<file path="src/rtl/sqrt_iter_core.sv">
// Restoring digit-by-digit integer square root: one root bit per clock,
// start/ready operand handshake, single-cycle valid pulse with held results.
module sqrt_iter_core #(
   parameter int unsigned ROOT_BITS = 26
) (
   input  logic                     clk,
   input  logic                     rst_n,
   input  logic                     flush_i,
   input  logic                     start_i,
   input  logic [2*ROOT_BITS-1:0]   radicand_i,
   output logic                     ready_o,
   output logic                     valid_o,
   output logic [ROOT_BITS-1:0]     root_o,
   output logic [ROOT_BITS:0]       rem_o,
   output logic                     exact_o
);

   localparam int unsigned RAD_W = 2 * ROOT_BITS;
   localparam int unsigned REM_W = ROOT_BITS + 2;
   localparam int unsigned CNT_W = $clog2(ROOT_BITS + 1);

   typedef enum logic [1:0] {
      S_IDLE,
      S_CALC,
      S_DONE
   } state_t;

   state_t                 state_q, state_d;
   logic [CNT_W-1:0]       cnt_q, cnt_d;
   logic [RAD_W-1:0]       rad_q, rad_d;
   logic [ROOT_BITS-1:0]   root_q, root_d;
   logic [REM_W-1:0]       rem_q, rem_d;
   logic [ROOT_BITS-1:0]   root_out_q, root_out_d;
   logic [ROOT_BITS:0]     rem_out_q, rem_out_d;
   logic                   exact_q, exact_d;
   logic                   valid_q, valid_d;
   logic                   ready_q, ready_d;

   // One restoring step; the working remainder never needs more than ROOT_BITS+2 bits.
   logic [REM_W-1:0]       rem_shift;
   logic [REM_W-1:0]       trial;
   logic                   take;
   logic [REM_W-1:0]       rem_next;
   logic [ROOT_BITS-1:0]   root_next;

   always_comb begin
      rem_shift = {rem_q[REM_W-3:0], rad_q[RAD_W-1 -: 2]};
      trial     = {root_q, 2'b01};
      take      = (rem_shift >= trial);
      rem_next  = take ? (rem_shift - trial) : rem_shift;
      root_next = {root_q[ROOT_BITS-2:0], take};
   end

   always_comb begin
      // NOTE: every _d starts from its _q (or a pulse default) so no path leaves
      // a signal unassigned, which would otherwise infer a latch.
      state_d    = state_q;
      cnt_d      = cnt_q;
      rad_d      = rad_q;
      root_d     = root_q;
      rem_d      = rem_q;
      root_out_d = root_out_q;
      rem_out_d  = rem_out_q;
      exact_d    = exact_q;
      valid_d    = 1'b0;

      if (flush_i) begin
         state_d    = S_IDLE;
         cnt_d      = '0;
         rad_d      = '0;
         root_d     = '0;
         rem_d      = '0;
         root_out_d = '0;
         rem_out_d  = '0;
         exact_d    = 1'b0;
      end else begin
         unique case (state_q)
            S_IDLE: begin
               if (start_i) begin
                  state_d = S_CALC;
                  cnt_d   = CNT_W'(ROOT_BITS - 1);
                  rad_d   = radicand_i;
                  root_d  = '0;
                  rem_d   = '0;
               end
            end
            S_CALC: begin
               rad_d  = {rad_q[RAD_W-3:0], 2'b00};
               root_d = root_next;
               rem_d  = rem_next;
               if (cnt_q == '0) begin
                  state_d    = S_DONE;
                  valid_d    = 1'b1;
                  root_out_d = root_next;
                  rem_out_d  = rem_next[ROOT_BITS:0];
                  exact_d    = (rem_next == '0);
               end else begin
                  cnt_d = cnt_q - 1'b1;
               end
            end
            S_DONE: begin
               state_d = S_IDLE;
            end
            default: begin
               state_d = S_IDLE;
            end
         endcase
      end

      ready_d = (state_d == S_IDLE);
   end

   // NOTE: sequential state uses non-blocking assignments only, so every flop
   // samples the pre-edge value of every other flop regardless of statement order.
   always_ff @(posedge clk or negedge rst_n) begin
      if (!rst_n) begin
         state_q    <= S_IDLE;
         cnt_q      <= '0;
         rad_q      <= '0;
         root_q     <= '0;
         rem_q      <= '0;
         root_out_q <= '0;
         rem_out_q  <= '0;
         exact_q    <= 1'b0;
         valid_q    <= 1'b0;
         ready_q    <= 1'b1;
      end else begin
         state_q    <= state_d;
         cnt_q      <= cnt_d;
         rad_q      <= rad_d;
         root_q     <= root_d;
         rem_q      <= rem_d;
         root_out_q <= root_out_d;
         rem_out_q  <= rem_out_d;
         exact_q    <= exact_d;
         valid_q    <= valid_d;
         ready_q    <= ready_d;
      end
   end

   assign ready_o = ready_q;
   assign valid_o = valid_q;
   assign root_o  = root_out_q;
   assign rem_o   = rem_out_q;
   assign exact_o = exact_q;

endmodule

</file>
<file path="config.mk">
export PLATFORM = sky130hd
export DESIGN_NAME = sqrt_iter_core
export DESIGN_NICKNAME = d
export VERILOG_FILES = /design/src/rtl/sqrt_iter_core.sv
export SDC_FILE = /design/constraint.sdc
export NUM_CORES = 1
export LEC_CHECK = 0
export CORE_AREA = 2 2 128 130
export CTS_CLUSTER_SIZE = 16
export DETAILED_ROUTE_END_ITERATION = 6
export DIE_AREA = 0 0 130 132
export PLACE_DENSITY_LB_ADDON = 0.05
export SYNTH_ARGS = -nofsm -noshare
export SYNTH_HDL_FRONTEND = slang
export SYNTH_SLANG_ARGS = --single-unit
</file>
<file path="constraint.sdc">
create_clock -name clk -period 4.4 [get_ports clk]
set_input_delay 1.1 -clock clk [delete_from_list [all_inputs] [get_ports clk]]
set_output_delay 1.1 -clock clk [all_outputs]
set_load 0.1 [all_outputs]
</file>
-- Yosys cells after proc, flatten, opt, wreduce, memory -nomap -nowiden
Cells that the tools add are included.
- logic and storage cells: 56
- flip-flop bits (word level): 167
- memory bits (read-only): 0
- output and inout port bits: 56
- memories kept: 0
- input bits: 56
- bits in latches: 0
- bits in writable memories: 0
- order comparisons: 1
- bitwise gates (word level): 0
- multipliers: 0
- muxes and demuxes: 30
- shift operators: 0
- add/subtract/negate cells: 2
- div/mod/pow operators: 0
- equal/unequal tests: 3
- reductions and logical operators: 10
- operator list (cell ; count):
    $mux W26 ; 7
    $mux W52 ; 2
    $pmux W26 S2 ; 2
    $pmux W52 S2 ; 1
    $mux W27 ; 3
    $ge A28 B28 Y1 ; 1
    $logic_not A28 Y1 ; 1
    $mux W28 ; 1
    $sub A28 B28 Y28 ; 1
    $mux W5 ; 3
    $pmux W5 S2 ; 1
    $mux W1 ; 6
    $mux W2 ; 3
    $ne A3 B3 Y1 const B ; 2
    $logic_not A5 Y1 ; 1
    $sub A5 B1 Y5 const B ; 1
    $logic_not A2 Y1 ; 2
    $pmux W2 S2 ; 1
    $reduce_and A2 Y1 ; 2
    $reduce_bool A2 Y1 ; 2
    $reduce_and A3 Y1 ; 1
    $reduce_bool A3 Y1 ; 1
    $eq A2 B1 Y1 const B ; 1

-- Logic depth before layout (Yosys ltp)
Gate-level depths: netlist (run 1).
- depth in word-level cells: 6
- depth in mapped cells: 13
- mapped depth without buffers: 11

-- Worst setup path after synthesis (run 1)
Ideal clock, no wire load.
- kind: register to register
- from: register rem_q[7]
- to: register exact_q (netlist: exact_o)
- required time: 4.324 ns
- cell stages (with the launch flop): 12
- slack: 1.358 ns
- arrival: 2.966 ns
- cell sequence: dfrtp_1 > ha_1 > clkbuf_1 > nand4_1 > a21oi_1 > a21oi_2 > o41ai_1 > a211oi_2 > xnor2_1 > mux2_4 > or4b_1 > o21ai_1
- cells in the longest elaborated chain, start to end: 6
- elaborated cells between the ends (all ways): 7
- RTL lines (item ; line ; RTL):
    start, declared ; 32 ; logic [REM_W-1:0] rem_q, rem_d;
    start signal, assigned ; 132 ; rem_q <= rem_d;
    $sub A28 B28 Y28 / $ge A28 B28 Y1 (equally long branches) ; 50, 49 ;
    $mux W28 (*) ; 50 ; rem_next = take ? (rem_shift - trial) : rem_shift;
    $logic_not A28 Y1 (*) ; 96 ; exact_d = (rem_next == '0);
    $mux W1 (*) ; 91 ; if (cnt_q == '0) begin
    $mux W1 (*) ; 77 ; unique case (state_q)
    $mux W1 (*) ; 67 ; if (flush_i) begin
    end signal, assigned ; 135 ; exact_q <= exact_d;
    end, declared ; 35 ; logic exact_q, exact_d;
Every way passes the cells marked *; elsewhere a longest branch is shown, timed or not. The select of a mux whose other input is x is not followed.
A chain may end at the register's enable or synchronous reset.

-- Worst setup path after layout (run 1)
- from: register rad_q[50]
- to: register exact_q (netlist: exact_o)
- cells in the longest elaborated chain, start to end: 6
- elaborated cells between the ends (all ways): 7
- RTL lines (item ; line ; RTL):
    start, declared ; 30 ; logic [RAD_W-1:0] rad_q, rad_d;
    start signal, assigned ; 130 ; rad_q <= rad_d;
    $sub A28 B28 Y28 / $ge A28 B28 Y1 (equally long branches) ; 50, 49 ;
    $mux W28 (*) ; 50 ;
    $logic_not A28 Y1 (*) ; 96 ;
    $mux W1 (*) ; 91 ;
    $mux W1 (*) ; 77 ;
    $mux W1 (*) ; 67 ;
Marks and branches as above.

==> impl_metrics.toml, run 1 <==
[status]
outcome = "completed"

[global_route]
antenna_found_initial = 0
grt_max_degree = 75
overflow = 0
grt_pass1_wl_um = 36000
grt_util_all_layers = 0.262
grt_pass1_vias = 7075

[clocking]
hold_buffers = 0
clockRootBuffer = "clkbuf_16"
cts_setup_buffers = 0
cts_resized = 0
clock_latency_ns = 0.43
htree_levels = 4
path_clk_slew_ns = 0.07
cts_tree = "yes"
clock_path_buffers = 2
cts.sinks = 167
cts_buffers = 17

[sta]
rsz0062_at_grt = "false"
max_slew_margin = 0.301
skew_ns = 0.0101
period_share = 0.771
hold_viol_final = 0
slew_violations = 0
worstMarginPinSlew_ns = 1.05
setup_tns_ns = 0
max_clock_freq_mhz = 295
period_needed_ns = 3.39
layout_setup_ws_ns = 1.01
report.final.setup_viol = 0

[yosys]
synth.area.top_cells = "dfrtp_1 47%, nand2_1 8.2%, o21ai_0 6.0%, ha_1 4.3%, a21oi_1 3.7%"
synthesis.nets = 1041
syn_avg_cell_area_sq_um = 9.16
yosys.cell_types.count = 72
synthFlopType = "dfrtp_1"
yosysTopAreaCell = "dfrtp_1"
async_flop_share = 1.00
synth_edf_count = 0
synth-seq-cells = 167
synth.yosys.seq_area_share = 0.478
yosysWarnings = 0
yosysTopAreaCellShare = 0.475
syn_inst = 955
mappedNetlistArea_sq_um = 8750

[worst_setup_path]
critPathKind = "register to register"
start_kind = "register"
worst_path_max_delay_cell = "or4b_1"
required_ns = 4.76
path_buf_inv = 2
critPathTopFamily = "compound AO/OA/AOI/OAI gates"
arrival_ns = 3.76
crit_path_cell_trace = "inv_1 -> ha_1 -> nand2b_1 -> a21o_1 -> a21oi_2 -> a211o_1 -> o2bb2ai_4 -> buf_4 -> mux2_2 -> or4b_1 -> o21ai_1"
critPathMaxFanout = 22
cp-end-kind = "register"
max_stage_delay_ns = 0.52

[route]
drc = 0
antenna_left = 0
firstDrtPassIters = 6
vias = 7297
drt_iter0_drc = 477
viasPerCell = 5.76
totalWireLength_um = 21600
post_drt_wl_per_cell_um = 17.1

[finish]
final_cell_mix = "191 x nand2_1, 166 x dfrtp_1, 109 x clkdlybuf4s50_1"
drive_gt1_frac = 0.0762
diodes = 0
final_common_cell = "nand2_1"
nNetsFinal = 1123
area_growth_pct = 21.3

[die]
row_count = 46
fp.coreArea_sq_um = 15700
die-width_um = 130
die_h_um = 132
die_area_sq_um = 17200
pin_count = 112
initial_utilization = 0.557

[placement]
place_ws_ns = 1.06
gp_congestion = 0.991
dp_hpwl_um = 14900
port-buffer-count = 111

[power_and_ir_drop]
powerDensity_nw_per_um2 = 871
peakVddDrop_v = 0.000576
p_leak_uw = 0.00467

[min_path]
hp-class = "register to register"

[job]
drv_cap = 0
[cells by family after synthesis]
group,share of synthesized area
xor gates and xnor gates,0.0240
muxes,0.0296
AOI/OAI and AO/OA,0.222
adders and majority gates,0.0429
buffers and inverters,0.0531
DFF,0.478
and+or+nand+nor,0.151
[where the power goes]
group          switching, uW  leakage, uW  total, uW  internal (uW)
logic                   3570      0.00208       5800           2220
registers                154      0.00229       1880           1720
clock network            685     0.000300       1560            880
[stage by stage]
stage | cells | power [uW] | hold WS, ns | instance area, sq um | util
6_report | 1266 | 9240 | 0.474 | 10600 | 0.675
2_1_floorplan | 955 | 6330 | 0.450 | 8750 | -
3_5_place_dp | 1234 | 7660 | 0.469 | 9990 | 0.636
5_1_grt | 1266 | 9770 | 0.505 | 10600 | 0.675
3_3_place_gp | 1234 | 7690 | 0.460 | 9990 | 0.636
4_1_cts | 1266 | 9250 | 0.484 | 10600 | 0.675
[registers in the layout, indices dropped and copies added, names as in the netlist, 2 cells and up]
register  flops
cnt_q         5
rad_q        52
rem_o        27
rem_q        26
root_o       26
root_q       26
state_q       2
[layout make-up]
cell class	instances	area [sq um]
Timing Repair Buffer	125	1220
Multi-Input combinational cell	684	4150
Clock buffer	18	439
Clock inverter	14	188
Sequential cell	167	4180
Fill cell	1304	5100
Inverter	42	158
Tap cell	216	270
[cell usage after synthesis (6+ instances only)]
cell type / instances
nand2_1: 191
dfrtp_1: 166
o21ai_0: 104
a21oi_1: 65
clkbuf_1: 48
nor2_1: 46
inv_1: 41
a22oi_1: 37
ha_1: 30
mux2i_1: 21
a311oi_1: 14
nor3_1: 14
xnor2_1: 13
a22o_1: 12
xor2_1: 11
a21o_1: 9
nand2b_1: 9
nand3_1: 7
nand4_1: 7
buf_6: 6
o21a_1: 6
[worst reg2reg max path: stages (launching register included)]
cell and delay [ns]:
dfrtp_1 0.48, inv_1 0.14, ha_1 0.24, nand2b_1 0.19, a21o_1 0.20, a21oi_2 0.35, a211o_1 0.24, o2bb2ai_4 0.12
buf_4 0.34, mux2_2 0.41, or4b_1 0.52, o21ai_1 0.12
[layer usage]
metal | up-vias | routed length, um | track usage
met1 | 3608 | 9660 | 0.354
met3 | 23 | 744 | 0.0572
met2 | 133 | 11000 | 0.433
li1 | 3533 | - | -
met5 | - | 0 | 0
met4 | 0 | 261 | 0.0573
[final timing paths]
check                           from    endpoint  slack (ns)  cells past startpoint
max                        rad_q[50]     exact_o        1.01                     11
min reg2reg                rem_o[15]   rem_o[15]        0.47                      2
max in group asynchronous      rst_n     ready_o        2.81                      2
min in group asynchronous      rst_n  root_o[13]        0.67                      1
max reg2reg                rad_q[50]     exact_o        1.01                     11
min                        rem_o[15]   rem_o[15]        0.47                      2
Note: power is estimated with default switching activity, not from simulation.
==> inputs of run 2 (changes only) <==
- clock period: 4.4 -> 3.4 ns (I/O delays scaled with it)
==> impl_metrics.toml, run 2 (same netlist as run 1, synthesis figures left out) <==
[finish]
top_register = "rad_q"
utilization = 0.674
drive_gt1_frac = 0.140
nNetsFinal = 1137
num-fill-cells = 1318
diodes = 0
final_common_cell = "nand2_1"
area_growth_pct = 21.1
final_cell_mix = "191 x nand2_1, 166 x dfrtp_1, 104 x o21ai_0"
largest_register_ffs = 52

[die]
fp.coreArea_sq_um = 15700
row_count = 46
die-width_um = 130
initial_utilization = 0.557
die_h_um = 132
pin_count = 112
die_area_sq_um = 17200

[worst_setup_path]
critPathMaxFanout = 8
required_ns = 3.77
arrival_ns = 3.58
start_kind = "register"
critPathKind = "register to register"
cp-end-kind = "register"

[global_route]
grt_pass1_wl_um = 37200
grt_util_all_layers = 0.274
overflow = 0
grt_pass1_vias = 7302
grt_max_degree = 63
antenna_found_initial = 0

[job]
drv_cap = 0

[sta]
period_share = 0.944
report.final.setup_viol = 0
setup_tns_ns = 0
max_clock_freq_mhz = 312
max_slew_margin = 0.469
skew_ns = 0.00866
hold_viol_final = 0
worstMarginPinSlew_ns = 0.794
rsz0062_at_grt = "false"
period_needed_ns = 3.21
slew_violations = 0

[power_and_ir_drop]
powerDensity_nw_per_um2 = 1140
peakVddDrop_v = 0.000810
p_leak_uw = 0.00485

[route]
firstDrtPassIters = 5
totalWireLength_um = 22400
viasPerCell = 5.71
vias = 7304
drt_iter0_drc = 600
antenna_left = 0
drc = 0
post_drt_wl_per_cell_um = 17.5

[clocking]
path_clk_slew_ns = 0.07
clockRootBuffer = "clkbuf_16"
cts_resized = 0
clock_path_buffers = 2
hold_buffers = 0
cts.sinks = 167
cts_buffers = 17
clock_latency_ns = 0.44
cts_setup_buffers = 0
cts_tree = "yes"
htree_levels = 4

[placement]
port-buffer-count = 111
dp_hpwl_um = 15900
gp_congestion = 0.949

[min_path]
hp-class = "primary input to asynchronous set/reset pin"

[status]
outcome = "completed"
-- run 2: cell types whose count changed in the layout (fill, tap and decap cells not counted) --
| cell | change |
|---|---|
| buf_12 | +4 |
| buf_4 | +66 |
| clkbuf_1 | +1 |
| clkdlybuf4s50_1 | -56 |
| clkinv_2 | +2 |
| clkinv_8 | -2 |
| clkinvlp_4 | +2 |
| inv_6 | -1 |
| inv_8 | -2 |
-- run 2: metal layers --
metal	vias up	share of wire	track usage
li1	3552	-	-
met1	3543	0.44	0.362
met2	169	0.50	0.451
met3	40	0.039	0.0601
met4	0	0.020	0.0806
met5	-	0	0
-- run 2: metrics by stage --
stage / area [sq um] / worst slack [ns] / cells / hold WS (ns) / power [uW]
after CTS: 10600 / 0.224 / 1280 / 0.386 / 12100
after global placement: 10000 / 0.241 / 1248 / 0.460 / 10100
final: 10600 / 0.191 / 1280 / 0.364 / 12100
after global routing: 10600 / 0.0202 / 1280 / 0.402 / 12900
after floorplan: 8750 / 0.358 / 955 / 0.450 / 8190
after detailed placement: 10000 / 0.233 / 1248 / 0.470 / 10100
-- run 2: where the power goes --
part | total [uW] | internal [uW] | switching [uW]
registers | 2430 | 2230 | 193
clock network | 1950 | 1110 | 838
logic | 7740 | 3030 | 4710
-- run 2: worst paths after layout --
check                           startpoint         end  slack (ns)  cells past startpoint
max in group asynchronous            rst_n  root_q[24]        2.26                      2
min in group clk                 rem_o[19]   rem_o[19]        0.48                      2
worst min register to register   rem_o[19]   rem_o[19]        0.48                      2
worst max-delay path             root_q[4]     exact_o        0.19                     12
worst max register to register   root_q[4]     exact_o        0.19                     12
worst min-delay path                 rst_n  root_o[13]        0.36                      1
-- run 2: worst max-delay path: stages (launching register included) --
cell and delay (ns):
dfrtp_1 0.34, inv_1 0.07, ha_1 0.44, a21oi_4 0.26, o211ai_2 0.15, a21oi_2 0.33, o41ai_1 0.13, buf_4 0.15
a211oi_2 0.25, xnor2_1 0.14, mux2_4 0.27, or4b_1 0.49, o21ai_1 0.12
-- run 2: layout make-up --
type,count,area (sq um),area share
flip-flops and latches,167,4180,0.395
multi-input cells,684,4150,0.392
repair buffers,139,1240,0.117
clock inverters,13,149,0.0141
well taps,216,270,0.0255
clock buffers,19,443,0.0418
inverters,42,158,0.0149
==> inputs of run 3 (changes only) <==
- ABC_AREA: unset -> 0
==> results of run 3 <==
Same layout as run 2: the final DEF is identical, and so are final timing and power.
